==> src/rtl/multicycle_ctrl.sv <==
// Main control FSM for the multicycle MIPS datapath: instruction sequencing, datapath strobes,
// immediate-extension select and a req/ack memory watchdog.
module multicycle_ctrl #(
    parameter int unsigned WAIT_LIMIT = 16,
    parameter int unsigned CNT_W      = 5
) (
    input  logic       clk,
    input  logic       rstb,
    input  logic [5:0] opcode,
    input  logic [5:0] funct,
    input  logic       zero,
    input  logic       mem_ack,
    output logic       mem_req,
    output logic       mem_write,
    output logic       iord,
    output logic       ir_write,
    output logic       pc_write,
    output logic       reg_write,
    output logic       reg_dst,
    output logic       mem_to_reg,
    output logic       alu_src_a,
    output logic [1:0] alu_src_b,
    output logic [1:0] alu_op,
    output logic [1:0] pc_src,
    output logic [1:0] ext_op,
    output logic       instr_done,
    output logic       illegal_op,
    output logic       mem_timeout
);

    // state    | meaning
    // FETCH    | read instruction at PC, PC += 4 on ack
    // DECODE   | decode opcode, precompute branch target
    // MEMADR   | compute load/store address
    // MEMRD    | data read, wait for ack
    // MEMWB    | write MDR to rt
    // MEMWR    | data write, wait for ack
    // EXEC_R   | R-type ALU operation
    // ALUWB    | write ALUOut to rd
    // EXEC_I   | I-type ALU operation
    // IWB      | write ALUOut to rt
    // BRANCH   | compare, conditionally load PC
    // JUMP     | load jump target into PC
    // TRAP     | flag unsupported opcode, refetch
    localparam logic [3:0] S_FETCH  = 4'd0;
    localparam logic [3:0] S_DECODE = 4'd1;
    localparam logic [3:0] S_MEMADR = 4'd2;
    localparam logic [3:0] S_MEMRD  = 4'd3;
    localparam logic [3:0] S_MEMWB  = 4'd4;
    localparam logic [3:0] S_MEMWR  = 4'd5;
    localparam logic [3:0] S_EXEC_R = 4'd6;
    localparam logic [3:0] S_ALUWB  = 4'd7;
    localparam logic [3:0] S_EXEC_I = 4'd8;
    localparam logic [3:0] S_IWB    = 4'd9;
    localparam logic [3:0] S_BRANCH = 4'd10;
    localparam logic [3:0] S_JUMP   = 4'd11;
    localparam logic [3:0] S_TRAP   = 4'd12;

    localparam logic [5:0] OP_RTYPE = 6'b000000;
    localparam logic [5:0] OP_LW    = 6'b100011;
    localparam logic [5:0] OP_SW    = 6'b101011;
    localparam logic [5:0] OP_BEQ   = 6'b000100;
    localparam logic [5:0] OP_BNE   = 6'b000101;
    localparam logic [5:0] OP_J     = 6'b000010;
    localparam logic [5:0] OP_ADDI  = 6'b001000;
    localparam logic [5:0] OP_SLTI  = 6'b001010;
    localparam logic [5:0] OP_ANDI  = 6'b001100;
    localparam logic [5:0] OP_ORI   = 6'b001101;
    localparam logic [5:0] OP_LUI   = 6'b001111;

    localparam bit             WD_EN   = (WAIT_LIMIT != 0);
    localparam logic [CNT_W-1:0] LIMIT_C = CNT_W'(WAIT_LIMIT);

    logic [3:0]       state_q, state_d;
    logic [CNT_W-1:0] cnt_q, cnt_d;
    logic             req_state;
    logic             wd_hit;

    // funct is consumed by the ALU control block, not by this FSM
    logic unused_funct;
    assign unused_funct = ^funct;

    assign req_state = (state_q == S_FETCH) || (state_q == S_MEMRD) || (state_q == S_MEMWR);
    assign wd_hit    = WD_EN && req_state && !mem_ack && (cnt_q == LIMIT_C);

    always_comb begin
        state_d     = state_q;
        mem_req     = 1'b0;
        mem_write   = 1'b0;
        iord        = 1'b0;
        ir_write    = 1'b0;
        pc_write    = 1'b0;
        reg_write   = 1'b0;
        reg_dst     = 1'b0;
        mem_to_reg  = 1'b0;
        alu_src_a   = 1'b0;
        alu_src_b   = 2'b00;
        alu_op      = 2'b00;
        pc_src      = 2'b00;
        ext_op      = 2'b00;
        instr_done  = 1'b0;
        illegal_op  = 1'b0;
        mem_timeout = wd_hit;

        case (state_q)
            S_FETCH: begin
                mem_req   = 1'b1;
                alu_src_b = 2'b01;
                ir_write  = mem_ack;
                pc_write  = mem_ack;
                if (mem_ack) state_d = S_DECODE;
            end
            S_DECODE: begin
                alu_src_b = 2'b11;
                case (opcode)
                    OP_RTYPE:                                    state_d = S_EXEC_R;
                    OP_LW, OP_SW:                                state_d = S_MEMADR;
                    OP_BEQ, OP_BNE:                              state_d = S_BRANCH;
                    OP_J:                                        state_d = S_JUMP;
                    OP_ADDI, OP_SLTI, OP_ANDI, OP_ORI, OP_LUI:   state_d = S_EXEC_I;
                    default:                                     state_d = S_TRAP;
                endcase
            end
            S_MEMADR: begin
                alu_src_a = 1'b1;
                alu_src_b = 2'b10;
                state_d   = (opcode == OP_SW) ? S_MEMWR : S_MEMRD;
            end
            S_MEMRD: begin
                mem_req = 1'b1;
                iord    = 1'b1;
                if (mem_ack) state_d = S_MEMWB;
            end
            S_MEMWB: begin
                reg_write  = 1'b1;
                mem_to_reg = 1'b1;
                instr_done = 1'b1;
                state_d    = S_FETCH;
            end
            S_MEMWR: begin
                mem_req    = 1'b1;
                mem_write  = 1'b1;
                iord       = 1'b1;
                instr_done = mem_ack;
                if (mem_ack) state_d = S_FETCH;
            end
            S_EXEC_R: begin
                alu_src_a = 1'b1;
                alu_op    = 2'b10;
                state_d   = S_ALUWB;
            end
            S_ALUWB: begin
                reg_write  = 1'b1;
                reg_dst    = 1'b1;
                instr_done = 1'b1;
                state_d    = S_FETCH;
            end
            S_EXEC_I: begin
                alu_src_a = 1'b1;
                alu_src_b = 2'b10;
                alu_op    = 2'b11;
                state_d   = S_IWB;
            end
            S_IWB: begin
                reg_write  = 1'b1;
                instr_done = 1'b1;
                state_d    = S_FETCH;
            end
            S_BRANCH: begin
                alu_src_a  = 1'b1;
                alu_op     = 2'b01;
                pc_src     = 2'b01;
                pc_write   = ((opcode == OP_BEQ) && zero) || ((opcode == OP_BNE) && !zero);
                instr_done = 1'b1;
                state_d    = S_FETCH;
            end
            S_JUMP: begin
                pc_src     = 2'b10;
                pc_write   = 1'b1;
                instr_done = 1'b1;
                state_d    = S_FETCH;
            end
            S_TRAP: begin
                illegal_op = 1'b1;
                state_d    = S_FETCH;
            end
            default: state_d = S_FETCH;
        endcase

        if (state_q != S_FETCH) begin
            case (opcode)
                OP_ANDI, OP_ORI: ext_op = 2'b01;
                OP_LUI:          ext_op = 2'b10;
                default:         ext_op = 2'b00;
            endcase
        end

        // abandoned request: no completion, refetch from the unchanged PC
        if (wd_hit) state_d = S_FETCH;

        // reset holds FETCH, but the memory must not see a request while rstb is low
        if (!rstb) begin
            mem_req     = 1'b0;
            mem_write   = 1'b0;
            iord        = 1'b0;
            ir_write    = 1'b0;
            pc_write    = 1'b0;
            reg_write   = 1'b0;
            reg_dst     = 1'b0;
            mem_to_reg  = 1'b0;
            alu_src_a   = 1'b0;
            alu_src_b   = 2'b00;
            alu_op      = 2'b00;
            pc_src      = 2'b00;
            ext_op      = 2'b00;
            instr_done  = 1'b0;
            illegal_op  = 1'b0;
            mem_timeout = 1'b0;
        end
    end

    always_comb begin
        cnt_d = cnt_q;
        if (wd_hit || mem_ack ||
            ((state_d != state_q) &&
             ((state_d == S_FETCH) || (state_d == S_MEMRD) || (state_d == S_MEMWR)))) begin
            cnt_d = '0;
        end else if (WD_EN && req_state) begin
            cnt_d = cnt_q + 1'b1;
        end
    end

    always_ff @(posedge clk or negedge rstb) begin
        if (!rstb) begin
            state_q <= S_FETCH;
            cnt_q   <= '0;
        end else begin
            state_q <= state_d;
            cnt_q   <= cnt_d;
        end
    end

endmodule

==> config.mk <==
export PLATFORM = sky130hd
export DESIGN_NAME = multicycle_ctrl
export DESIGN_NICKNAME = d
export VERILOG_FILES = /design/src/rtl/multicycle_ctrl.sv
export SDC_FILE = /design/constraint.sdc
export NUM_CORES = 1
export LEC_CHECK = 0
export CAP_MARGIN = 0
export CELL_PAD_IN_SITES_DETAIL_PLACEMENT = 0
export CELL_PAD_IN_SITES_GLOBAL_PLACEMENT = 1
export CORE_MARGIN = 2
export CORE_UTILIZATION = 33
export CTS_BUF_LIST = sky130_fd_sc_hd__clkbuf_8
export DETAILED_ROUTE_END_ITERATION = 10
export PLACE_DENSITY_LB_ADDON = 0.2
export SLEW_MARGIN = 20
export SYNTH_ARGS = -nofsm -noshare
export SYNTH_HDL_FRONTEND = slang
export SYNTH_SLANG_ARGS = --single-unit
==> constraint.sdc <==
create_clock -name clk -period 2.4 [get_ports clk]
set_clock_uncertainty 0.2 [all_clocks]
set_input_delay 0.36 -clock clk [delete_from_list [all_inputs] [get_ports clk]]
set_output_delay 0.36 -clock clk [all_outputs]
set_load 0.02 [all_outputs]
Yosys cells after proc, flatten, opt, wreduce, memory -nomap -nowiden

Cells that the tools add are included.
W data, S select, Z words.

Equal/unequal tests: 26
Multiplexer cells: 41
Add/sub/neg operators: 1
Reduce and logical (&&, ||, !) cells: 29

Operators by type and width:

| cell                  | count |
|---|---|
| $eq A6 B4 Y1 const B  | 5 |
| $pmux W4 S7           | 1 |
| $mux W1               | 21 |
| $eq A4 B3 Y1 const B  | 5 |
| $eq A4 B4 Y1 const B  | 5 |
| $pmux W4 S5           | 1 |
| $mux W4               | 4 |
| $eq A4 B2 Y1 const B  | 3 |
| $eq A6 B3 Y1 const B  | 2 |
| $eq A6 B6 Y1 const B  | 2 |
| $pmux W2 S3           | 2 |
| $mux W2               | 5 |
| $mux W5               | 2 |
| $reduce_or A2 Y1      | 5 |
| $reduce_or A5 Y1      | 2 |
| $logic_not A4 Y1      | 2 |
| $pmux W2 S2           | 2 |
| $logic_or A1 B1 Y1    | 7 |
| $eq A6 B2 Y1 const B  | 1 |
| $logic_not A6 Y1      | 1 |
| $reduce_or A3 Y1      | 2 |
| $add A5 B1 Y5 const B | 1 |
| $eq A5 B5 Y1 const B  | 1 |
| $logic_and A1 B1 Y1   | 5 |
| 9 further kinds       | 10 |

Word-level logic and storage cells: 99
Input port bits: 16
Output and inout bits: 20
Register bits: 9

Logic depth before layout (Yosys ltp)

Gate-level depths: netlist of run 1.

Depth in word-level cells: 12
Mapped depth: 9
Gate-level depth less buffers: 7

Least setup slack after synthesis of run 1

Ideal clock, no wire load.

Path type: in2reg
Start: input port opcode[0]
End: register cnt_q[2]
Data arrival time: 1.832 ns
Library setup time: 0.135 ns
Required time: 2.065 ns
Stages: 8
Slack: 0.233 ns
Path through: buf_6 -> nor3_4 -> a311oi_1 -> o31ai_1 -> a22oi_1 -> a221o_1 -> nor4_4 -> nor4_2

Cells in the longest elaborated chain, start to end: 11
Elaborated cells on any way between the ends: 28
Those cells by class: eq/ne: 13; mux: 5; reduce/logical: 10

Ends and longest elaborated chain:

| item                                                 | line | source |
|---|---|---|
| start, declared                                      | 9    | `input logic [5:0] opcode,` |
| $eq A6 B4 Y1 (tied with other cells)                 | 115  | `case (opcode)` |
| $reduce_or A5 Y1 or $reduce_or A2 Y1 (tied branches) | 115  |  |
| $pmux W4 S5                                          | 115  |  |
| $pmux W4 S7 *                                        | 105  | `case (state_q)` |
| $mux W4 *                                            | 199  | `if (wd_hit) state_d = S_FETCH;` |
| $eq A4 B2 Y1 or $logic_not A4 Y1 (tied branches)     | 226  | `((state_d == S_FETCH) \|\| (state_d == S_MEMRD) \|\| (state_d == S_MEMWR)))) begin` |
| $logic_or A1 B1 Y1 (2 in a row)                      | 226  |  |
| $logic_and A1 B1 Y1 *                                | 225  | `((state_d != state_q) &&` |
| $logic_or A1 B1 Y1 *                                 | 224  | `if (wd_hit \|\| mem_ack \|\|` |
| $mux W5 or $reduce_bool A2 Y1 (tied branches)        | -    |  |
| end signal, assigned                                 | 239  | `cnt_q <= cnt_d;` |
| end, declared                                        | 75   | `logic [CNT_W-1:0] cnt_q, cnt_d;` |

Every way passes the cells marked *; elsewhere a longest branch is shown, timed or not.
A chain may end at the register's enable or synchronous reset.

Worst setup path in the final report of run 1

Start: register state_q[0]
End: register cnt_q[2]

Cells in the longest elaborated chain, start to end: 12
Elaborated cells on any way between the ends: 27
Those cells by class: eq/ne: 9; mux: 6; reduce/logical: 12

Ends and longest elaborated chain:

| item                                             | line    | source |
|---|---|---|
| start, declared                                  | 74      | `logic [3:0] state_q, state_d;` |
| start signal, assigned                           | 238     | `state_q <= state_d;` |
| $eq A4 B2 Y1 or $logic_not A4 Y1 (tied branches) | 83, 105 |  |
| $logic_or A1 B1 Y1 (2 in a row)                  | 83      | `assign req_state = (state_q == S_FETCH) \|\| (state_q == S_MEMRD) \|\| (state_q == S_MEMWR);` |
| $logic_and A1 B1 Y1 (2 in a row)                 | 84      | `assign wd_hit = WD_EN && req_state && !mem_ack && (cnt_q == LIMIT_C);` |
| $mux W4                                          | 199     |  |
| $eq A4 B2 Y1 or $logic_not A4 Y1 (tied branches) | 226     |  |
| $logic_or A1 B1 Y1 (2 in a row)                  | 226     |  |
| $logic_and A1 B1 Y1                              | 225     |  |
| $logic_or A1 B1 Y1                               | 224     |  |
| $mux W5 or $reduce_bool A2 Y1 (tied branches)    | -       |  |

Parallel ways exist; a longest one is shown, timed or not.

==> impl_metrics.toml, run 1 <==
[logic_synthesis]
ys_warn_count = 0
ys.flop_type = "dfrtp_1"
synth_cells = 159
synthesis.area_um2 = 1121
ys_seq_elements = 9
synth-edff-count = 0
synth.distinct_cells = 47
synth-async-reset-ratio_pct = 100.0
synth_nets = 177
ys_seq_area_share_pct = 20.09
synth.avg_cell_area_um2 = 7.051

[global_route]
grt_max_degree = 12
grt_pass1_vias = 1434
grt_use_total_pct = 21.83
grt_pass1_wl_um = 6865
antenna_found_initial = 0
overflow = 0

[timing]
fmax_mhz = 432.1
setup-tns-final_ps = 0
finalCritPeriodShare_pct = 96.43
finalHoldViolCount = 0
worstMarginPinSlew_ps = 439.9
maxSlewViolCount = 0
maxSlewHeadroom_pct = 69.92
setup_viol = 0
rsz0062_at_grt = "yes"
fin_crit_ps = 2314

[floorplanning]
die_w_um = 62.29
fp.coreArea_um2 = 3311
initial_core_util_pct = 33.86
rows = 21
top_level_ports = 36
die_h_um = 62.29
dieArea_um2 = 3879

[outcome]
status = "completed"

[clock_network]
cts_tree = "done"
numCtsBuffers = 3
cts.htree.levels = 1
cts_root_buf = "clkbuf_8"
clk_pin_slew_ps = 50
clock_latency_ps = 230
clock_sinks = 9
cts_buffer_depth = 2
ctsHoldBuffers = 0

[route]
route.met2.wl_um = 2108
viasPerCell = 5.356
vias = 1505
drc = 0
first_pass_iters = 4
dr_wl_met3_um = 158
top_layer = "met4"
routedWlPerCell_um = 14.72
drtIter0Drc = 43
totalWireLength_um = 4135
antenna_left = 0
drt-met1-wl_um = 1797

[placement]
port_buffers = 29
placedCellCount = 264
placed_cell_area_um2 = 1733
gp_congestion = 0.9006
place_hpwl_um = 2946

[pwr]
p_leak_nw = 0.9173
p_per_area_nw_per_um2 = 965.2
power.total_mw = 1.884
irDropWorstVdd_uv = 490.4

[final_layout]
num-nets-final = 254
nFillCells = 342
post_route_cells_drive_above_1_share_pct = 38.30
mostFrequentLayoutCell = "buf_4"
diodes = 0
syn_to_final_growth_pct = 74.11
mostFrequentLayoutCells = "48 x buf_4, 24 x nor2_1, 17 x dlygate4sd2_1"
design_area_um2 = 1952
instances_no_fill = 281

[setup_path]
critPathKind = "flop to flop"
worst_setup_path_start_kind = "flop"
cpPeakStageDelay_ps = 440
end_kind = "flop"
cp_cell_sequence = "buf_4 > nor2b_2 > buf_4 > nand2_1 > o221a_2 > nor2_1 > nor4_4 > buf_4 > nor4_2"
crit_top_cell = "buf_4"
crit_buf_inv = 3
crit_family = "simple AND/OR/NAND/NOR gates"
crit_arrival_ps = 2250
worstPathRequired_ps = 2340
cp_slowest_cell = "dfrtp_2"
path_max_fanout = 7

[min_path]
hp-class = "input port to async pin"

[flow_run]
drv_cap = 0
==> area by class of cell <==
type | count | area, µm² | share of cell area, %
Multi-Input combinational cell | 133 | 917.1 | 46.99
Timing Repair Buffer | 83 | 680.7 | 34.87
Sequential cell | 9 | 229.0 | 11.73
Tap cell | 46 | 57.56 | 2.949
Clock buffer | 3 | 41.29 | 2.115
Inverter | 6 | 22.52 | 1.154
Clock inverter | 1 | 3.754 | 0.1923
==> synth_stat cells, types with 2 or more instances <==
master / number / share of area, %
nor2_1: 27 / 9.0
nand2_1: 14 / 4.7
a21oi_1: 11 / 4.9
and3_1: 11 / 6.1
nor3_1: 11 / 4.9
dfrtp_1: 9 / 20
buf_2: 6 / 2.7
nor2b_1: 6 / 3.3
inv_1: 5 / 1.7
nand3_1: 5 / 2.2
clkbuf_1: 4 / 1.3
a311oi_1: 3 / 2.3
a31oi_1: 3 / 1.7
nand2b_1: 3 / 1.7
nor4b_1: 3 / 2.3
o21ai_0: 3 / 1.3
a22oi_1: 2 / 1.3
and2_1: 2 / 1.1
ha_1: 2 / 2.2
xnor2_1: 2 / 1.6
==> report_power, final <==
part,switching [mW],internal [mW]
clock network,0.0597,0.111
logic,0.746,0.713
registers,0.0603,0.194
total,0.866,1.02
==> stage by stage <==
stage	hold WS, ps	setup slack (ps)	util, %
after floorplan	-135.6	233.4	-
after global placement	384.1	-549.2	52.34
after detailed placement	413.3	-540.7	52.34
after CTS	322.6	-6.513	57.48
after global routing	346.6	-3.326	58.96
final	334.2	85.73	58.96
==> state kept, by name, summed over array words and instances, names as in the netlist <==
signal	count
state_q	4
cnt_q	5
==> what timing repair did <==
action,in CTS,in global routing
pin swaps,9,8
setup buffers,10,3
gates resized for setup,51,24
setup endpoints to repair,28,8
==> path summary, 6_finish.rpt <==
kind                                 start  depth (start not counted)  slack [ps]         end
worst max-delay path            state_q[0]                          9          90    cnt_q[2]
worst min-delay path                  rstb                          2         330  state_q[3]
worst max register to register  state_q[0]                          9          90    cnt_q[2]
worst min register to register    cnt_q[4]                          2         420    cnt_q[4]
max in group asynchronous             rstb                          2        1520  state_q[2]
min in group clk                  cnt_q[4]                          2         420    cnt_q[4]
==> layer usage <==
| layer | vias up | global-route usage (%) |
|---|---|---|
| met4 | 0 | 6.667 |
| met3 | 8 | 3.080 |
| met5 | - | 0 |
| li1 | 732 | - |
| met2 | 43 | 38.45 |
| met1 | 722 | 27.61 |
==> kinds of logic (layout without fill, tap and decap cells) <==
family	after synthesis	count (layout)	share of synthesized area, %
AOI/OAI and AO/OA	33	33	20.54
xor gates and xnor gates	3	3	2.344
adders and majority gates	2	2	2.232
buffers and inverters	17	93	7.031
DFF	9	9	20.09
muxes	1	1	0.8929
and+or+nand+nor	94	94	46.88
Note: power is estimated with default switching activity, not from simulation.
==> inputs of run 2 (changes only) <==
- ABC_AREA: unset -> 1
- CORE_UTILIZATION: 33 -> 31
==> impl_metrics.toml, run 2 <==
[logic_synthesis]
synth_top_area_cell = "dfrtp_1"
synth_nets = 200
ys_seq_elements = 9
synth_top_family_by_area = "simple AND/OR/NAND/NOR gates"
synth-adder-area-share_pct = 2.304
yosys-top-cells-area = "dfrtp_1 21%, nand2_1 15%, nor2_1 10%"
synthMuxAreaShare_pct = 0
synth.most_common_cell = "nand2_1"
synth-edff-count = 0
synth_top_area_share_pct = 20.74
synth-simple-area-share_pct = 51.73
ys_seq_area_share_pct = 20.74
synth_compound_area_share_pct = 8.756
synth_cells = 182
synth-xor-area-share_pct = 4.032
synth.distinct_cells = 29
ys_warn_count = 0
synth-async-reset-ratio_pct = 100.0
synth_commonest_cells = "42 x nand2_1, 29 x nor2_1, 23 x inv_1, 9 x dfrtp_1, 9 x nor2_2"
ys.flop_type = "dfrtp_1"
synth.avg_cell_area_um2 = 5.967
synthesis.area_um2 = 1086

[final_layout]
diodes = 0
mostFrequentLayoutCell = "nand2_1"
largest_registers = "cnt_q (5), state_q (4)"
syn_to_final_growth_pct = 54.95
num-nets-final = 261
top_register = "cnt_q"
largest_reg_flops = 5
nFillCells = 367
mostFrequentLayoutCells = "41 x nand2_1, 28 x buf_4, 27 x nor2_1"
fin_util_pct = 50.04
post_route_cells_drive_above_1_share_pct = 29.75

[timing]
fmax_mhz = 433.4
setup_viol = 0
maxSlewViolCount = 0
finalCritPeriodShare_pct = 96.14
fin_crit_ps = 2307
maxSlewHeadroom_pct = 78.92
rsz0062_at_grt = "no"
worstMarginPinSlew_ps = 315.0
finalHoldViolCount = 0
hold-worst-slack_ps = 254.2

[pwr]
seqPwrFrac_pct = 16.4
combPwrFrac_pct = 72.0
irDropWorstVdd_uv = 493.8
p_sw_mw = 0.7564
power_frac_clock_pct = 11.6
power.total_mw = 1.474
p_leak_nw = 0.9396
swShare_pct = 51.31
p_per_area_nw_per_um2 = 876.0
cellInternalPower_mw = 0.7177

[route]
vias = 1300
drc = 0
totalWireLength_um = 3061
first_pass_iters = 4
drtIter0Drc = 20
antenna_left = 0
viasPerCell = 4.514
routedWlPerCell_um = 10.63

[global_route]
grt.met1_usage_pct = 20.79
top_usage_layer = "met2"
use_met2_pct = 29.12
grt_max_degree = 17
overflow = 0
grt_pass1_vias = 1210
grt_pass1_wl_um = 5292
grt_use_met3_pct = 1.429
antenna_found_initial = 0
grt_use_total_pct = 16.08

[setup_path]
crit_family = "buffers and inverters"
cp_cell_sequence = "clkdlybuf4s50_1 > clkinv_1 > buf_12 > nor3_1 > dlygate4sd2_1"
worst_setup_path_start_kind = "input port"
worstPathRequired_ps = 1840
crit_buf_inv = 4
crit_arrival_ps = 1750
path_max_fanout = 16
cpPeakStageDelay_ps = 480
crit_start = "rstb"
rrSetupSlack_ps = 210
r2r_start = "state_q[0]"
reg2regPathDepth = 16
end_kind = "output port"
cp_slowest_cell = "clkdlybuf4s50_1"
reg2reg_to = "cnt_q[1]"
critPathKind = "input port to output port"

[flow_run]
drv_cap = 0

[min_path]
hp-class = "input port to async pin"

[clock_network]
cts_tree = "done"
numCtsBuffers = 3
clock_sinks = 9
cts_buffer_depth = 2
cts_root_buf = "clkbuf_8"
clock_latency_ps = 230
clk_pin_slew_ps = 50
cts.htree.levels = 1

[placement]
gp_congestion = 0.8308
place_hpwl_um = 2587
port_buffers = 29

[outcome]
status = "completed"

[floorplanning]
die_h_um = 63.19
dieArea_um2 = 3993
rows = 21
fp.coreArea_um2 = 3363
die_w_um = 63.19
top_level_ports = 36
initial_core_util_pct = 32.29
-- run 2: logic make-up after synthesis --
| group | count (synthesis) |
|---|---|
| flops | 9 |
| compound gates | 16 |
| fa+ha+maj | 2 |
| buf+inv | 35 |
| simple gates | 115 |
| xor+xnor | 5 |
-- run 2: how the worst max path moves through the flow --
stage	to	slack (ps)	cells after the start
floorplan	pc_write	430	4
global placement	pc_write	-320	6
detailed placement	pc_write	-350	6
CTS	pc_write	-50	6
global route	alu_src_b[0]	1	5
finish	ext_op[1]	90	5
-- run 2: power by group through the flow --
stage               Combinational, mW  Sequential, mW  Clock, mW
floorplan                       0.726           0.216          0
global placement                 1.08           0.237          0
detailed placement               1.10           0.240          0
CTS                              1.06           0.240      0.175
global route                     1.18           0.248      0.185
finish                           1.06           0.242      0.171
-- run 2: timing repair --
item / in CTS / in global routing
resized for setup: 22 / 15
hold buffers: 0 / 0
endpoints found under the setup margin: 20 / 9
setup buffers: 0 / 1
pin swaps: 0 / 2
-- run 2: routing by layer --
metal	vias to the layer above	wire length, µm
met4	0	6
li1	691	-
met2	27	1509
met1	580	1440
met3	2	103
met5	-	0
-- run 2: worst reg2reg max path, delay by kind of cell, from the launching register on --
kind	cells	cell delay, ps
buf+inv	3	340
simple gates	13	1050
flops	1	480
-- run 2: metrics by stage --
step           TNS (ps)  cells  area [µm²]  worst slack [ps]
2_1_floorplan         0    182        1086             432.4
3_3_place_gp      -3091    283        1645            -318.8
3_5_place_dp      -3531    283        1645            -353.1
4_1_cts          -51.37    287        1668            -51.37
5_1_grt               0    288        1683             1.249
6_report              0    288        1683             92.70
-- run 2: layout make-up --
type,count,area (µm²),share of cell area [%]
clock inverters,1,3.754,0.2230
clock buffers,3,41.29,2.454
inverters,33,123.9,7.361
flip-flops and latches,9,227.7,13.53
repair buffers,58,485.5,28.85
well taps,46,57.56,3.420
multi-input cells,138,743.2,44.16
==> edit, RTL diff (settings of run 1) <==
Reset style: synchronous (`rstb`), changed in one clocked block.
--- a/src/rtl/multicycle_ctrl.sv
+++ b/src/rtl/multicycle_ctrl.sv
@@ -230,7 +230,7 @@
         end
     end
 
-    always_ff @(posedge clk or negedge rstb) begin
+    always_ff @(posedge clk) begin
         if (!rstb) begin
             state_q <= S_FETCH;
             cnt_q   <= '0;
Function: same outputs for any inputs over 10 cycles, from zero or initial values and one cycle with rstb low; that may be too few to reach the edited logic, so the function may still have changed.
==> edit against run 1 <==
- synthesized cell count unchanged
- power down 28%
- core utilization decreased by 3.3 points
- synthesized area shrank 4.0%
- count of clock-buffer cells in the layout unchanged
- worst setup slack got worse by 4.8 ps
- highest routed layer unchanged
- sequential cell count did not move
- maximum frequency decreased by 0.21%
- wire length is 15% lower
- cell area is 12% lower
- non-clock buffer count is 18 lower
==> edit: results (changes against run 1) <==
- Vias in the first global route: 1,275 (-11%)
- Initial DRT Pass Iterations: 6 (+2)
- Outcome: finished, final reports clean
- Pre-CTS setup slack: -415.7 ps (+125.0 ps)
- Ys async rst share: 0% (-100 points)
- Most frequent cells after synthesis: nor2_1, nand2_1, a21oi_1
- Reg2reg setup slack: 290 ps (+200 ps)
- Worst vdd ir: 0.4715 mV (-3.8%)
- GR Util met2: 35.26% (-3.2 points)
- First-pass GRT wire length: 5520 um (-20%)
- Worst r2r path cells: 7 (-2)
- Overall routing resource usage: 19.46% (-2.4 points)
- Sequential area share after synthesis: 16.74% (-3.3 points)
- Main synth FF type: dfxtp_1
- Post CTS Setup Buffer Count: 0 (-10)
- Final wirelength: 3517 um (-15%)
- Nets: 235 (-7.5%)
- DR vias/cell: 5.208 (-2.8%)
- Reg2Reg Launch Point: state_q[1]$_SDFF_PN0_
- Met1 Usage GRT: 24.78% (-2.8 points)
- Routability congestion estimate: 0.8411 (-6.6%)
- Top cells by area, synth: dfxtp_1, nor2_1, nand2_1, a21oi_1, o21ai_0
- Initial DRC count: 115 (+170%)
- Pins over their slew limit: 0 (unchanged)
- Critical path peak fanout: 5 (-2)
- Worst min-delay path category: reg2reg
- Leak: 0.7951 nW (-13%)
- Slew margin rel.: 68.51% (-1.4 points)
- Detailed-placement wirelength estimate: 2693 um (-8.6%)
- PortBufs: 29 (unchanged)
- Crit path DAT: 2240 ps
- Critical path origin: opcode[1]
- Largest net degree at the start of global routing: 16 (+4)
- Layout cells sized above 1: 25.93% (-12 points)
- Critical Path Sink: cnt_q[2]$_SDFFE_PP0N_
- Slowest stage delay, CP: 500 ps (+60 ps)
- Worst path slowest cell: or4_4
- Fillers: 319 (-6.7%)
- Met3 GRT Util: 2.521% (-0.56 points)
## edit: changes by cell type after synthesis, sizes merged, moves of 3 or more
cell	before	now
nor3	13	7
dfxtp	0	9
and3	11	3
a311oi	3	0
nand2	14	17
dfrtp	9	0
o21ai	3	8
xor2	1	4
## edit: layer usage
layer,up-vias,wire (um)
met4,0,8
met3,2,182
met2,40,1818
met5,-,0
li1,684,-
met1,628,1508
## edit: power breakdown
part	leakage [nW]	internal, mW	switching (mW)
logic	0.694	0.451	0.490
clock network	0.0269	0.112	0.0612
registers	0.0742	0.188	0.0581
## edit: layout make-up
| cell class | count | area share, % |
|---|---|---|
| well taps | 44 | 3.212 |
| repair buffers | 65 | 31.39 |
| clock buffers | 3 | 2.409 |
| multi-input cells | 131 | 50.58 |
| inverters | 7 | 1.533 |
| clock inverters | 1 | 0.2190 |
| flip-flops and latches | 9 | 10.66 |
## edit: critical path: cells and delay by family
| kind | cells | cell delay [ps] |
|---|---|---|
| buffers and inverters | 2 | 640 |
| and+or+nand+nor | 3 | 740 |
| AOI/OAI and AO/OA | 2 | 500 |
## edit: cell families after synthesis
group,count (synthesis),share of synthesized area [%]
flops,9,16.74
fa+ha+maj,2,2.325
buf+inv,19,7.908
compound gates,38,26.40
simple gates,84,40.93
xor+xnor,7,5.698
## edit: how the worst min path moves through the flow
| stage | depth (start not counted) | slack, ps | from | to |
|---|---|---|---|---|
| after floorplan | 2 | 260 | cnt_q[1]$_SDFFE_PP0N_ | cnt_q[1]$_SDFFE_PP0N_ |
| after global placement | 2 | 280 | cnt_q[1]$_SDFFE_PP0N_ | cnt_q[1]$_SDFFE_PP0N_ |
| after detailed placement | 2 | 300 | cnt_q[1]$_SDFFE_PP0N_ | cnt_q[1]$_SDFFE_PP0N_ |
| after CTS | 2 | 300 | cnt_q[1]$_SDFFE_PP0N_ | cnt_q[1]$_SDFFE_PP0N_ |
| after global routing | 2 | 320 | cnt_q[1]$_SDFFE_PP0N_ | cnt_q[1]$_SDFFE_PP0N_ |
| final | 2 | 300 | cnt_q[1]$_SDFFE_PP0N_ | cnt_q[1]$_SDFFE_PP0N_ |
## edit: per-stage QoR
| step | total power [mW] | area [um2] | cells |
|---|---|---|---|
| global route | 1.471 | 1714 | 260 |
| CTS | 1.345 | 1690 | 260 |
| detailed placement | 1.174 | 1633 | 256 |
| finish | 1.359 | 1714 | 260 |
| floorplan | 0.7650 | 1076 | 159 |
| global placement | 1.171 | 1633 | 256 |
## edit: timing repair
action | in CTS | in global routing
resized for setup | 29 | 10
setup endpoints to repair | 24 | 5
cloned | 0 | 0
pin swaps | 4 | 0
hold endpoints to repair | 0 | 0
